==> config.mk <==
export PLATFORM = sky130hd
export DESIGN_NAME = pipelined_adder_subtractor
export DESIGN_NICKNAME = d
export VERILOG_FILES = /design/src/rtl/pipelined_adder_subtractor.sv
export SDC_FILE = /design/constraint.sdc
export NUM_CORES = 1
export LEC_CHECK = 0
export CAP_MARGIN = 20
export CORE_ASPECT_RATIO = 1.4
export CORE_UTILIZATION = 40
export CTS_CLUSTER_DIAMETER = 40
export DETAILED_ROUTE_END_ITERATION = 8
export PLACE_DENSITY_LB_ADDON = 0.12
export SYNTH_ARGS = -nofsm -noshare
export SYNTH_HDL_FRONTEND = slang
export SYNTH_SLANG_ARGS = --single-unit
==> constraint.sdc <==
create_clock -name clk -period 2.6 [get_ports clk]
set_input_delay 0.65 -clock clk [delete_from_list [all_inputs] [get_ports clk]]
set_output_delay 0.65 -clock clk [all_outputs]
set_load 0.005 [all_outputs]
==> src/rtl/pipelined_adder_subtractor.sv <==
// -----------------------------------------------------------------------------
// pipelined_adder_subtractor
//
// Purpose:
//   N-bit adder/subtractor split into STAGES ripple-carry slices of N/STAGES
//   bits. Each slice is computed combinationally from the previous stage
//   register and then registered. The carry, the partial sum, the remaining
//   operand bits and the sub flag move forward together. A valid/ready
//   handshake on both sides stalls the whole pipeline while the output is
//   held.
//
// Parameters:
//   N       operand and result width (N >= 2)
//   STAGES  pipeline depth (N % STAGES == 0, 1 <= STAGES <= N)
//
// Ports:
//   clk        rising-edge clock
//   rst        synchronous active-high reset
//   A, B       operands
//   sub        0: A+B, 1: A-B (A + ~B + 1)
//   in_valid   operands valid this cycle
//   in_ready   block accepts operands this cycle
//   S          result modulo 2^N
//   out_valid  S (and flags) valid
//   out_ready  consumer takes the result this cycle
//   cout, overflow, zero   (only when ADDSUB_FLAGS_EN is defined)
//                          carry out of bit N-1, signed overflow, S==0
//
// Build option:
//   ADDSUB_FLAGS_EN  adds the cout/overflow/zero outputs and their logic.
// -----------------------------------------------------------------------------
module pipelined_adder_subtractor #(
  parameter int N      = 8,
  parameter int STAGES = 2
) (
  input  logic         clk,
  input  logic         rst,
  input  logic [N-1:0] A,
  input  logic [N-1:0] B,
  input  logic         sub,
  input  logic         in_valid,
  output logic         in_ready,
  output logic [N-1:0] S,
  output logic         out_valid,
`ifdef ADDSUB_FLAGS_EN
  output logic         cout,
  output logic         overflow,
  output logic         zero,
`endif
  input  logic         out_ready
);

  localparam int W = N / STAGES;

  // One pipeline stage. b holds the already-conditioned operand (~B for sub),
  // carry is the carry out of the slice this stage computed, c_msb is the
  // carry into bit N-1 (only meaningful once the top slice has been added).
  typedef struct packed {
    logic         valid;
    logic         sub;
    logic         carry;
    logic         c_msb;
    logic [N-1:0] a;
    logic [N-1:0] b;
    logic [N-1:0] s;
  } stage_t;

  stage_t pipe_q [STAGES];
  stage_t pipe_d [STAGES];
  logic   stall;

  // The stall depends only on registered state and out_ready, never on the
  // input side, so in_ready carries no path from in_valid/A/B/sub.
  assign stall    = pipe_q[STAGES-1].valid && !out_ready;
  assign in_ready = !stall;

  // Next value of every stage: stage k adds its slice onto what stage k-1
  // holds (stage 0 takes the raw inputs with carry-in = sub).
  always_comb begin
    stage_t src;
    logic   c;
    int     prev;
    int     bit_i;
    for (int k = 0; k < STAGES; k++) begin
      // NOTE: every variable gets a value on every pass before it is read,
      // so no latch is inferred for src, c or pipe_d.
      prev = (k > 0) ? k - 1 : 0;
      if (k == 0) begin
        src.valid = in_valid;
        src.sub   = sub;
        src.carry = sub;
        src.c_msb = 1'b0;
        src.a     = A;
        src.b     = B ^ {N{sub}};
        src.s     = '0;
      end else begin
        src = pipe_q[prev];
      end
      pipe_d[k] = src;
      c = src.carry;
      for (int i = 0; i < W; i++) begin
        bit_i = k * W + i;
        if (bit_i == N - 1) pipe_d[k].c_msb = c;
        pipe_d[k].s[bit_i] = src.a[bit_i] ^ src.b[bit_i] ^ c;
        c = (src.a[bit_i] & src.b[bit_i]) | (c & (src.a[bit_i] ^ src.b[bit_i]));
      end
      pipe_d[k].carry = c;
    end
  end

  // NOTE: the whole stage contents are reset, not just the valid bits, so
  // that S reads zero straight out of reset.
  always_ff @(posedge clk) begin
    if (rst) begin
      for (int k = 0; k < STAGES; k++) pipe_q[k] <= '0;
    end else if (!stall) begin
      for (int k = 0; k < STAGES; k++) pipe_q[k] <= pipe_d[k];
    end
  end

  assign out_valid = pipe_q[STAGES-1].valid;
  assign S         = pipe_q[STAGES-1].s;

`ifdef ADDSUB_FLAGS_EN
  // Flags are forced low whenever no result is presented, so they read zero
  // after reset and never describe a bubble.
  assign cout     = out_valid & pipe_q[STAGES-1].carry;
  assign overflow = out_valid & (pipe_q[STAGES-1].c_msb ^ pipe_q[STAGES-1].carry);
  assign zero     = out_valid & (pipe_q[STAGES-1].s == '0);
`endif

endmodule

### After elaboration in Yosys (flattened, before gate mapping)

Memory sizes are Yosys's and may differ from the RTL's.
Index checks and enable logic that the tools add are counted.

* register bits: 0
* bits in latches: 0
* memory bits (writable): 56
* memory bits (read-only): 0
* memories: 1

* add/subtract/negate cells: 0
* multipliers: 0
* divide/modulo/power cells: 0
* magnitude comparators: 0
* eq/ne operators: 0
* shift operators: 0
* muxes and demuxes: 7
* bitwise operators: 43
* reductions and logical operators: 3

Memories
* pipe_q: depth 2, width 28, read ports 2, clocked after memory_dff 0, write ports 2, RTL line 68 `stage_t pipe_q [STAGES];`

Operators by type and width (number)
* $mux 28: 2
* $and 1x1->1: 16
* $xor 1x1->1: 16
* $or 1x1->1: 10
* $xor 8x8->8: 1
* $mux 1: 5
* $logic_not 1->1: 2
* $logic_and 1x1->1: 1

### Depth between registers and ports, before layout

* depth in word-level cells: 11
* depth in mapped cells: 7

### Worst setup path before layout

No wires, ideal clock.

* path kind: input port to flip-flop
* start point: in sub
* end point: mem pipe_q[0][3] (netlist name), data pin
* library setup time: 0.263 ns
* data arrival time: 2.328 ns
* required time: 2.337 ns
* setup slack: 0.008 ns
* stages: 7
* cell sequence: buf_2 -> xnor2_1 -> fa_1 -> fa_1 -> inv_1 -> fa_1 -> nor3b_2

RTL lines
* start, declared: RTL line 40 `input logic sub,`
* end, declared: RTL line 68

==> qor.yml <==
status: "finished clean"
max_freq_ghz: 0.407
hold_path_class: "flop to flop"
placed_area_sq_um: 1620
finalPower_mw: 0.879
path_clk_slew_ps: 80
reg_top3: "pipe_q (23)"
port_buffers: 30
clk-insertion-delay-late_ps: 260
cp.required_ps: 2600
dieWidth_um: 50.5
p_leak_nw: 0.668
antenna_found_initial: 0
fin_util_pct: 54.0
rows: 24
synth-seq-cells: 23
yosysUniqueCellTypes: 15
syn-instance-count: 86
synth.avg_cell_area_sq_um: 15.3
drc: 0
rsz0062_at_grt: "false"
finalSetupViolations: 0
slew_viol_final: 0
post-route-period-util_pct: 94.4
grt_pass1_wl_mm: 3.23
slew_headroom_pct: 75.7
io_pins: 31
startpoint: "sub"
syn2layout_area_growth_pct: 28.0
vias_per_cell: 4.54
dieArea_sq_um: 3530
grt_pass1_vias: 730
fin_skew_ps: 4.74
place_congestion: 0.678
timing.final.ws_setup_ps: 145
synth_area_sq_um: 1320
hold_viol_final: 0
place_ws_ps: -394
die_h_um: 69.9
cts.hold.buffers_added: 0
cts_max_level: 1
avgRoutedWirePerCell_um: 12.4
clock-root-buffer: "clkbuf_8"
critPathKind: "input pin to flop"
finalNetCount: 142
maxCapViolCount: 0
grt_start_max_net_pins: 25
numCtsBuffers: 3
initial_utilization_pct: 42.2
cts_tree: "done"
dr.pass1.iters: 2
grt_overflow: 0
power.density_nw_per_um2: 521
drtAntennaViolNets: 0
drt-initial-drc-count: 5
crit_arrival_ps: 2460
cts_sinks: 23
top_register: "pipe_q"
largest_reg_flops: 23
postCtsSetupRepairBufs: 0
ys_seq_area_share_pct: 52.4
cts_buffer_depth: 2
hpwl_mm: 1.36
yosysWarnings: 0
drive_gt1_share_pct: 31.6
track_usage_pct: 12.6
end_kind: "flop"
wirelength_mm: 1.89
vdd_drop_max_mv: 0.291
via_count: 694
startpoint_type: "input pin"
path_max_fanout: 4
mostFrequentLayoutCells: "clkdlybuf4s50_1 (26), edfxtp_1 (23), nor3b_2 (10), nor3_2 (9)"
holdWs_ps: 572
period_needed_ps: 2460
worstMarginPinSlew_ps: 364
hold_start: "pipe_q[0][2]"
rr_startpoint: "pipe_q[0][20]"
final_common_cell: "clkdlybuf4s50_1"
antennaDiodeCount: 0
core-area_sq_um: 3120
fin_area_sq_um: 1690
syn-num-nets: 113
## layout make-up
class | count | area [sq um]
Clock inverter | 1 | 5.00
Tap cell | 39 | 48.8
Inverter | 8 | 30.0
Multi-Input combinational cell | 41 | 504
Sequential cell | 23 | 691
Clock buffer | 3 | 41.3
Fill cell | 278 | 1440
Timing Repair Buffer | 38 | 367
## worst max-delay path, cell delays in order
cell and delay (ps):
dlygate4sd2_1 300, xnor2_2 180, fa_2 370, fa_2 330
inv_1 70, fa_1 400, nor3b_2 160
## report_power, final
| part | leakage (nW) | total, mW | internal [mW] | switching (mW) |
|---|---|---|---|---|
| Clock | 0.0255 | 0.216 | 0.107 | 0.109 |
| Sequential | 0.267 | 0.469 | 0.457 | 0.0118 |
| Combinational | 0.375 | 0.195 | 0.123 | 0.0720 |
| Total | 0.668 | 0.879 | 0.686 | 0.193 |
## cells in the mapped netlist
| cell | count | area, sq um |
|---|---|---|
| edfxtp_1 | 23 | 691 |
| nor3b_2 | 10 | 125 |
| nor3_2 | 9 | 90.1 |
| buf_4 | 8 | 60.1 |
| inv_1 | 8 | 30.0 |
| xnor2_1 | 7 | 61.3 |
| fa_1 | 6 | 120 |
| nor3b_1 | 4 | 30.0 |
| buf_2 | 3 | 15.0 |
| buf_6 | 3 | 33.8 |
| mux2i_1 | 1 | 10.0 |
| nand2b_1 | 1 | 6.26 |
| nor2b_4 | 1 | 13.8 |
| xnor3_1 | 1 | 22.5 |
| xor2_1 | 1 | 8.76 |
## stage by stage
| step | cells | TNS [ps] |
|---|---|---|
| global route | 153 | 0 |
| CTS | 153 | 0 |
| finish | 153 | 0 |
| detailed placement | 149 | -508 |
| floorplan | 86 | 0 |
| global placement | 149 | -455 |
## cell families after synthesis
family	Yosys count	synth area share [%]
multiplexers	1	0.760
adder cells (fa/ha/maj)	6	9.12
buffers and inverters	22	10.5
XOR/XNOR	9	7.03
flip-flops	23	52.4
AND/OR/NAND/NOR	25	20.1
## metal layers
metal / share of wire [%] / vias up / wire length, um / global-route usage, %
li1: - / 340 / - / -
met1: 37 / 325 / 693 / 13.9
met2: 57 / 25 / 1070 / 21.5
met3: 4.5 / 4 / 86 / 3.05
met4: 2.3 / 0 / 44 / 7.41
met5: 0 / - / 0 / 0
## worst paths after layout
path	depth (start not counted)	to	slack [ps]
max	7	pipe_q[0][3]	140
max reg2reg	7	pipe_q[0][35]	500
min	1	pipe_q[0][30]	570
min reg2reg	1	pipe_q[0][30]	570
## repair_timing
item / CTS / global route
gates resized for setup: 2 / 6
cloned: 0 / 0
endpoints found under the setup margin: 1 / 1
pin swaps: 0 / 1
(Power assumes the default switching activity.)
